==> src/rtl/pwm_pkg.sv <==
// Shared constants for the PWM controller.
// Holds the default counter width and where the period and duty fields sit in the data word.
package pwm_pkg;

  localparam int PWM_ROM_WIDTH  = 8;

  // Field positions in the data word, counted in units of ROM_WIDTH bits.
  localparam int PWM_PER_FIELD  = 1;
  localparam int PWM_DUTY_FIELD = 0;

endpackage

==> src/rtl/pwm_if.sv <==
// Control/waveform bundle between a PWM host and the controller.
// It carries the clock enable, the packed period/duty word and the PWM output.
interface pwm_if
  import pwm_pkg::*;
#(
  parameter int ROM_WIDTH = PWM_ROM_WIDTH
);

  logic                   i_ce;
  logic [2*ROM_WIDTH-1:0] data;
  logic                   PWM_out;

  modport master (
    output i_ce,
    output data,
    input  PWM_out
  );

  modport slave (
    input  i_ce,
    input  data,
    output PWM_out
  );

endinterface

==> src/rtl/pwm_counter.sv <==
// Period counter plus the double-buffered period/duty shadow registers.
// A new period/duty pair is latched from data only on the edge where the counter wraps.
module pwm_counter
  import pwm_pkg::*;
#(
  parameter int ROM_WIDTH = PWM_ROM_WIDTH
) (
  input  logic                   clk,
  input  logic                   rst_n,
  input  logic                   ce_i,
  input  logic [2*ROM_WIDTH-1:0] data_i,
  output logic [ROM_WIDTH-1:0]   cnt_o,
  output logic [ROM_WIDTH-1:0]   per_o,
  output logic [ROM_WIDTH-1:0]   duty_o,
  output logic [ROM_WIDTH-1:0]   cnt_next_o,
  output logic [ROM_WIDTH-1:0]   duty_next_o
);

  logic [ROM_WIDTH-1:0] cnt_q,  cnt_d;
  logic [ROM_WIDTH-1:0] per_q,  per_d;
  logic [ROM_WIDTH-1:0] duty_q, duty_d;

  always_comb begin
    cnt_d  = cnt_q;
    per_d  = per_q;
    duty_d = duty_q;
    if (ce_i) begin
      // cnt never exceeds per_q, so the all-ones period wraps before overflow.
      if (cnt_q >= per_q) begin
        cnt_d  = '0;
        per_d  = data_i[PWM_PER_FIELD*ROM_WIDTH  +: ROM_WIDTH];
        duty_d = data_i[PWM_DUTY_FIELD*ROM_WIDTH +: ROM_WIDTH];
      end else begin
        cnt_d  = cnt_q + ROM_WIDTH'(1);
      end
    end
  end

  always_ff @(posedge clk or negedge rst_n) begin
    if (!rst_n) begin
      cnt_q  <= '0;
      per_q  <= '0;
      duty_q <= '0;
    end else begin
      cnt_q  <= cnt_d;
      per_q  <= per_d;
      duty_q <= duty_d;
    end
  end

  assign cnt_o       = cnt_q;
  assign per_o       = per_q;
  assign duty_o      = duty_q;
  assign cnt_next_o  = cnt_d;
  assign duty_next_o = duty_d;

endmodule

==> src/rtl/pwm_controller.sv <==
// PWM generator: counter/shadow sub-module plus the duty comparator and output flop.
// The comparator looks at next-state values so PWM_out equals (cnt < duty_a) with no lag.
module pwm_controller
  import pwm_pkg::*;
#(
  parameter int ROM_WIDTH = PWM_ROM_WIDTH
) (
  input  logic clk,
  input  logic rst_n,
  pwm_if.slave bus
);

  logic [ROM_WIDTH-1:0] cnt;
  logic [ROM_WIDTH-1:0] per_a;
  logic [ROM_WIDTH-1:0] duty_a;
  logic [ROM_WIDTH-1:0] cnt_next;
  logic [ROM_WIDTH-1:0] duty_next;
  logic                 out_q, out_d;

  pwm_counter #(
    .ROM_WIDTH (ROM_WIDTH)
  ) u_counter (
    .clk         (clk),
    .rst_n       (rst_n),
    .ce_i        (bus.i_ce),
    .data_i      (bus.data),
    .cnt_o       (cnt),
    .per_o       (per_a),
    .duty_o      (duty_a),
    .cnt_next_o  (cnt_next),
    .duty_next_o (duty_next)
  );

  always_comb begin
    out_d = out_q;
    if (bus.i_ce) begin
      out_d = (cnt_next < duty_next);
    end
  end

  always_ff @(posedge clk or negedge rst_n) begin
    if (!rst_n) begin
      out_q <= 1'b0;
    end else begin
      out_q <= out_d;
    end
  end

  assign bus.PWM_out = out_q;

endmodule

==> src/flat_wrapper.sv <==
// flat-port wrapper written by rule: the top's interface ports become plain ports
module pwm_controller_flat import pwm_pkg::*;
#(
  parameter int ROM_WIDTH = PWM_ROM_WIDTH
)
  (clk, rst_n, bus_i_ce, bus_data, bus_PWM_out);
  pwm_if #(.ROM_WIDTH(ROM_WIDTH)) bus_i ();
  input  logic clk;
  input  logic rst_n;
  input wire logic [$bits(bus_i.i_ce)-1:0] bus_i_ce;
  input wire logic [$bits(bus_i.data)-1:0] bus_data;
  output wire logic [$bits(bus_i.PWM_out)-1:0] bus_PWM_out;
  assign bus_i.i_ce = bus_i_ce;
  assign bus_i.data = bus_data;
  assign bus_PWM_out = bus_i.PWM_out;
  pwm_controller #(.ROM_WIDTH(ROM_WIDTH)) u_core (.clk(clk), .rst_n(rst_n), .bus(bus_i));
endmodule
==> config.mk <==
export PLATFORM = sky130hd
export DESIGN_NAME = pwm_controller_flat
export DESIGN_NICKNAME = d
export VERILOG_FILES = /design/src/rtl/pwm_pkg.sv /design/src/rtl/pwm_if.sv /design/src/rtl/pwm_counter.sv /design/src/rtl/pwm_controller.sv /design/src/flat_wrapper.sv
export SDC_FILE = /design/constraint.sdc
export NUM_CORES = 1
export LEC_CHECK = 0
export ABC_CLOCK_PERIOD_IN_PS = 7250
export BUFFER_PORTS_ARGS = -buffer_cell sky130_fd_sc_hd__buf_4
export CAP_MARGIN = 20
export CORE_UTILIZATION = 60
export DETAILED_ROUTE_END_ITERATION = 6
export HOLD_SLACK_MARGIN = 0.08
export PLACE_DENSITY = 0.87
export SKIP_LAST_GASP = 1
export SYNTH_ARGS = -nofsm -noshare
export SYNTH_HDL_FRONTEND = slang
export SYNTH_SLANG_ARGS = --single-unit
==> constraint.sdc <==
create_clock -name clk -period 7.25 [get_ports clk]
set_input_delay 1.45 -clock clk [delete_from_list [all_inputs] [get_ports clk]]
set_output_delay 1.45 -clock clk [all_outputs]
set_load 0.005 [all_outputs]
Yosys cells after proc, flatten, opt, wreduce, memory -nomap -nowiden
Index checks and enable logic that the tools add are counted.

Add/subtract/negate cells: 1. $mul: 0. Divide/modulo/power cells: 0. Order comparisons: 2. Eq/ne operators: 0. Shift-type cells: 0. Multiplexer cells: 4. Bitwise operators: 0. Reduce and logical (&&, ||, !) cells: 1.

Operators by type and width (number): $mux 8 (4); $add 8x1->8 const B (1); $ge 8x8->1 (1); $lt 8x8->1 (1); $reduce_and 2->1 (1).

Flip-flop bits (word level): 25. Bits in latches: 0. Bits in writable memories: 0. ROM bits: 0. Input port bits: 19. Output and inout bits: 1. Memories: 0.

Longest topological paths before layout
Gate-level depths: netlist of run 1.

Depth after elaboration: 4. Gate-level depth with buffers: 14. Gate-level depth less buffers: 13.

Cells and area by module
From an unflattened synthesis of run 1, not the netlist that was laid out.

Cells, all modules: 135. Area, all modules: 1517.7 µm².

Modules (own cells, without submodules): pwm_counter (instances 1, cells an instance 109, area an instance 1300.0 µm²); pwm_controller (instances 1, cells an instance 26, area an instance 217.7 µm²).

Least setup slack after synthesis of run 1
No wires, ideal clock.

Kind: register to register. From: register u_core.u_counter.cnt_q[0], in the netlist u_core.u_counter.cnt_o[0]. To: register u_core.out_q, in the netlist u_core.bus.PWM_out. Arrival time: 2.981 ns. Setup slack: 4.183 ns. Cell stages (with the launch flop): 14. Buffers on the path: 1. Clock period less this slack: 3.067 ns. Cells stage by stage: dfrtp_1 -> inv_1 -> ha_1 -> nand2b_1 -> a2111oi_2 -> o31ai_4 -> nand2_4 -> buf_6 -> mux2i_1 -> ha_1 -> a21o_1 -> a211oi_1 -> o2111ai_1 -> o211ai_1.

Word-level cells in the longest chain between the ends: 4. Elaborated cells between the ends (all ways): 7. Those cells by class: add/sub (1); order compare (2); mux (4).

RTL lines: start, declared (line pwm_counter.sv:19) `logic [ROM_WIDTH-1:0] cnt_q, cnt_d;`; start signal, assigned (line pwm_counter.sv:45) `cnt_q <= cnt_d;`; $add 8x1->8 or $ge 8x8->1 (tied branches) (line pwm_counter.sv:34, pwm_counter.sv:29); $mux 8 (line pwm_counter.sv:29) `if (cnt_q >= per_q) begin`; $mux 8 (line pwm_counter.sv:27) `if (ce_i) begin`; $lt 8x8->1 * (line pwm_controller.sv:37) `out_d = (cnt_next < duty_next);`; end signal, assigned (line pwm_controller.sv:45) `out_q <= out_d;`; end, declared (line pwm_controller.sv:18) `logic out_q, out_d;`.

Mark *: on every way between the ends. The rest lies on a longest branch, timed or not. A chain may end at the register's enable or synchronous reset.

Worst setup path after layout of run 1
Ends and elaborated chain as after synthesis.

==> metrics.cfg, run 1 <==
[setup_path]
reg2reg_slack_ns=3.82
timing.rr.start=u_core.u_counter.cnt_o[0]
r2r_end=u_core.bus.PWM_out
worstSetupStartpoint=u_core.u_counter.cnt_o[0]
crit_fanout=23
required_ns=7.50
setup.worst_path.class=flop to flop
cp-endpoint=u_core.bus.PWM_out
end_kind=flop
worstPathArrival_ns=3.68
r2r_cells=12
startpoint_type=flop

[sta]
final_hold_viol_count=0
relSlewSlack=0.664
fin_ws_ns=3.82
setup_viol=0
clock.fmax_mhz=292
post-route-period-util=0.473
fin_crit_ns=3.43
whs_ns=0.506
clock_skew_ns=0.00301
rsz0062_at_grt=no
drv_slew=0
tns_ns=0
tightest_slew_ns=0.504

[finish]
layout-drive-gt1-share=0.193
antenna_cells=0
fin_util=0.738
syn_to_final_growth_pct=11.7
final_nets=186
stdcell_count=178
final_area_um2=1680

[floorplan]
die-area_um2=2710
start_util=0.660
io-pin-count=20
dieHeight_um=52.0
core_region_area_um2=2280
rows=17
die_x_um=52.0

[clocking]
post-cts-setup-buffers=0
cts_tree=built
cts_max_level=1
cts_made_buffers=3
clock_latency_ns=0.32
cts_resized=0
clockBufferDepth=2
clk_pin_slew_ns=0.13
clock-sinks=25
cts_root_buffer=clkbuf_4
cts_hold_buf=0

[synth]
avgSynthCellArea_um2=11.6
ys_warn_count=0
ys_seq_area_frac=0.416
synth_area_um2=1500
netlist_instances=130
yosysUniqueCellTypes=31
syn_nets=165
synth_seq_cells=25

[detailed_routing]
drc=0
drtIter0Drc=14
wire_per_inst_um=15.3
drtPass1Iterations=4
wirelength_mm=2.72
vias=1059
avgViaCountPerCell=5.95
ant_nets=0

[grt]
grt_pass1_wl_mm=4.71
overflow=0
antenna_found_initial=0
grt_pass1_vias=1029
grt_max_degree=26
grt_usage=0.245

[placement]
port_buffers=19
dp_slack_ns=3.68
gp_congestion=0.830
placed_cells=174
post-dp-hpwl_mm=2.05
placed_cell_area_um2=1650

[power_and_ir_drop]
p_per_area_nw_per_um2=359
p_sw_frac=0.388
sequentialPowerShare=0.395
p_int_mw=0.369
ir_drop_mv=0.231
leakagePower_nw=0.860
p_comb_frac=0.502
power.total_mw=0.602
p_switching_mw=0.234
pwr-share-clk=0.104

[run_status]
status=finished clean

[min_path]
hp-class=flop to flop

[job]
cap_violations=0

kinds of logic (layout without fill, tap and decap cells):
group	after synthesis	after routing	share of synthesized area
AND/OR/NAND/NOR	21	21	0.0733
buffers and inverters	14	34	0.0458
multiplexers	25	25	0.181
AO/OA/AOI/OAI	26	26	0.133
XOR/XNOR	3	3	0.0175
flip-flops	25	25	0.416
adder cells (fa/ha/maj)	16	16	0.133
cell usage after synthesis, drive strengths merged:
cell type  instances  area (um2)
nand2b             1        6.26
o2111ai            1        8.76
ha                16         200
nand2              5        26.3
mux2i              8        80.1
xnor2              2        17.5
dfrtp             25         626
o31ai              2        28.8
mux2              17         191
o21ai              4        20.0
o2bb2ai            1        8.76
buf                3        27.5
a21oi              5        25.0
nand4              2        12.5
o21a               3        22.5
a21o               2        15.0
nand3              3        15.0
and3               2        12.5
a22oi              1        7.51
a22o               3        26.3
inv               11        41.3
xor2               1        8.76
nor2b              3        18.8
a2111oi            1        15.0
a211oi             2        15.0
o211ai             1        7.51
nor2               5        18.8
final cells by class:
cell class | count | area [um2]
sequential | 25 | 626
clock buffer | 4 | 26.3
tap | 28 | 35.0
fill | 162 | 597
inverter | 11 | 41.3
multi-input combinational | 91 | 808
timing repair buffer | 19 | 143
critical path, stage by stage (launching register included):
cell       delay (ns)
dfrtp_1          0.44
inv_1            0.10
ha_1             0.28
nand2b_1         0.16
a2111oi_2        0.47
o31ai_4          0.17
nand2_4          0.31
mux2i_1          0.25
ha_1             0.26
a21o_1           0.18
a211oi_1         0.36
o2111ai_1        0.17
o211ai_1         0.20
registers in the layout, indices dropped and copies added (netlist names):
name / cells
u_core.u_counter.cnt_o: 8
u_core.bus.PWM_out: 1
u_core.u_counter.duty_o: 8
u_core.u_counter.per_o: 8
metal layers:
| layer | GRT usage | part of all wire |
|---|---|---|
| met4 | 0.131 | 0.029 |
| met1 | 0.321 | 0.45 |
| met2 | 0.385 | 0.47 |
| met3 | 0.0409 | 0.044 |
| met5 | 0 | 0 |
worst min path at each step:
stage                               startpoint                    endpoint  slack [ns]  cells past startpoint
floorplan           u_core.u_counter.duty_o[1]  u_core.u_counter.duty_o[1]        0.46                      1
global placement    u_core.u_counter.duty_o[6]  u_core.u_counter.duty_o[6]        0.48                      1
detailed placement  u_core.u_counter.duty_o[0]  u_core.u_counter.duty_o[0]        0.48                      1
CTS                 u_core.u_counter.duty_o[0]  u_core.u_counter.duty_o[0]        0.51                      1
global route        u_core.u_counter.duty_o[0]  u_core.u_counter.duty_o[0]        0.52                      1
finish              u_core.u_counter.duty_o[0]  u_core.u_counter.duty_o[0]        0.51                      1
power by group through the flow:
stage / Clock [mW] / Sequential (mW) / Combinational (mW)
after global placement: 0 / 0.237 / 0.284
after global routing: 0.0696 / 0.245 / 0.341
after detailed placement: 0 / 0.241 / 0.303
after CTS: 0.0652 / 0.238 / 0.307
final: 0.0624 / 0.238 / 0.302
after floorplan: 0 / 0.227 / 0.245
placed cells by master (no fill, tap or decap):
cell	count
nand2b_1	1
dfrtp_1	25
nand3_1	3
o2111ai_1	1
nand2_1	4
clkbuf_4	3
mux2i_1	8
xnor2_1	2
a211oi_1	2
nor2b_1	3
and3_1	2
o21a_1	3
a21o_1	2
a22oi_1	1
mux2_1	13
o31ai_4	1
xor2_1	1
o31ai_1	1
a22o_1	3
clkbuf_1	1
o211ai_1	1
nor2_1	5
buf_4	19
a2111oi_2	1
a21oi_1	5
nand2_4	1
o21ai_0	4
mux2_2	4
o2bb2ai_1	1
ha_1	16
inv_1	11
nand4_1	2
Note: power is estimated with default switching activity, not from simulation.
==> inputs of run 2 (changes only) <==
Settings changed: ABC_CLOCK_PERIOD_IN_PS 7250 to 3300, CORE_UTILIZATION 60 to 56, PLACE_DENSITY 0.87 to 0.82.
Clock period 7.25 ns to 3.3 ns, I/O delays scaled along.
==> metrics.cfg, run 2 (synthesis results as in run 1) <==
[run_status]
status=finished clean

[setup_path]
crit_fanout=10
crit_top_cell=ha_1
critPathSlowestCell=dfrtp_1
cp_top_family=compound AO/OA/AOI/OAI gates
crit_chain=inv_1, ha_1, nand2b_1, a2111oi_4, o31ai_4, nand2_4, mux2i_1, ha_1, a21o_1, a211oi_2, o2111ai_1, o211ai_1
required_ns=3.56
end_kind=flop
max_stage_delay_ns=0.44
worstPathArrival_ns=3.34
r2r_cells=12
startpoint_type=flop
cp.depth=12
setup.worst_path.class=flop to flop
worst-path-buf-inv=1

[grt]
overflow=0
grt_pass1_wl_mm=4.97
grt_usage=0.251
grt_pass1_vias=1121
antenna_found_initial=0
grt_max_degree=26

[floorplan]
dieHeight_um=53.8
rows=18
start_util=0.601
core_region_area_um2=2500
die-area_um2=2890
die_x_um=53.8
io-pin-count=20

[finish]
final_common_cell=dfrtp_1
fin_util=0.692
antenna_cells=0
final_nets=189
layout_common_cells=dfrtp_1, buf_4, ha_1
stdcell_count=183
syn_to_final_growth_pct=15.2
layout-drive-gt1-share=0.222

[job]
cap_violations=0

[clocking]
clock-sinks=25
clk_pin_slew_ns=0.14
clockBufferDepth=2
clock_latency_ns=0.34
cts_tree=built
cts_max_level=1
cts_hold_buf=0
cts_made_buffers=3
cts_root_buffer=clkbuf_4

[detailed_routing]
drtIter0Drc=30
wirelength_mm=3.17
drtPass1Iterations=4
ant_nets=0
vias=1093
drc=0
wire_per_inst_um=17.3
avgViaCountPerCell=5.97

[placement]
gp_congestion=0.848
placed_cells=178
port_buffers=19
post-dp-hpwl_mm=2.43

[min_path]
hp-class=primary input to async pin

[sta]
clock.fmax_mhz=325
setup_viol=0
tightest_slew_ns=0.518
clock_skew_ns=0.00297
fin_crit_ns=3.08
relSlewSlack=0.654
tns_ns=0
final_hold_viol_count=0
drv_slew=0
post-route-period-util=0.933

[power_and_ir_drop]
p_per_area_nw_per_um2=820
leakagePower_nw=0.879
ir_drop_mv=0.508

[run 2: repair_timing]
action,in CTS,in global routing
setup endpoints to repair,1,1
gates resized for setup,1,3
setup buffers,0,1
pin swaps,0,2
[run 2: stage by stage]
stage               area [um2]  power [mW]  hold WS (ns)  setup slack (ns)
floorplan                 1500        1.04         0.364             0.233
global placement          1670        1.17         0.476             0.196
detailed placement        1670        1.22         0.483           0.00119
CTS                       1700        1.37         0.201           0.00961
global route              1730        1.53         0.212           -0.0628
finish                    1730        1.42         0.201             0.221
[run 2: cell type report]
type                            count  area, um2
Clock buffer                        4       26.3
Fill cell                         189        769
Inverter                           11       41.3
Multi-Input combinational cell     91        831
Sequential cell                    25        626
Tap cell                           30       37.5
Timing Repair Buffer               22        169
[run 2: metal layers]
metal,GRT usage,up-vias,share of wire
li1,-,520,-
met1,0.309,547,0.44
met2,0.434,24,0.52
met3,0.0311,2,0.035
met4,0.110,0,0.011
met5,0,-,0
[run 2: worst paths after layout]
| check | startpoint | to | slack, ns |
|---|---|---|---|
| min in group clk | u_core.u_counter.duty_o[1] | u_core.u_counter.duty_o[1] | 0.52 |
| max in group asynchronous | rst_n | u_core.u_counter.duty_o[3] | 2.85 |
| hold reg to reg | u_core.u_counter.duty_o[1] | u_core.u_counter.duty_o[1] | 0.52 |
| hold / removal | rst_n | u_core.u_counter.per_o[7] | 0.20 |
| setup reg to reg | u_core.u_counter.cnt_o[0] | u_core.bus.PWM_out | 0.22 |
| setup / recovery | u_core.u_counter.cnt_o[0] | u_core.bus.PWM_out | 0.22 |
[run 2: power breakdown]
part / internal (mW) / switching [mW] / leakage [nW]
clock network: 0.0476 / 0.0985 / 0.0150
logic: 0.372 / 0.370 / 0.554
registers: 0.433 / 0.0976 / 0.310
total: 0.853 / 0.566 / 0.879
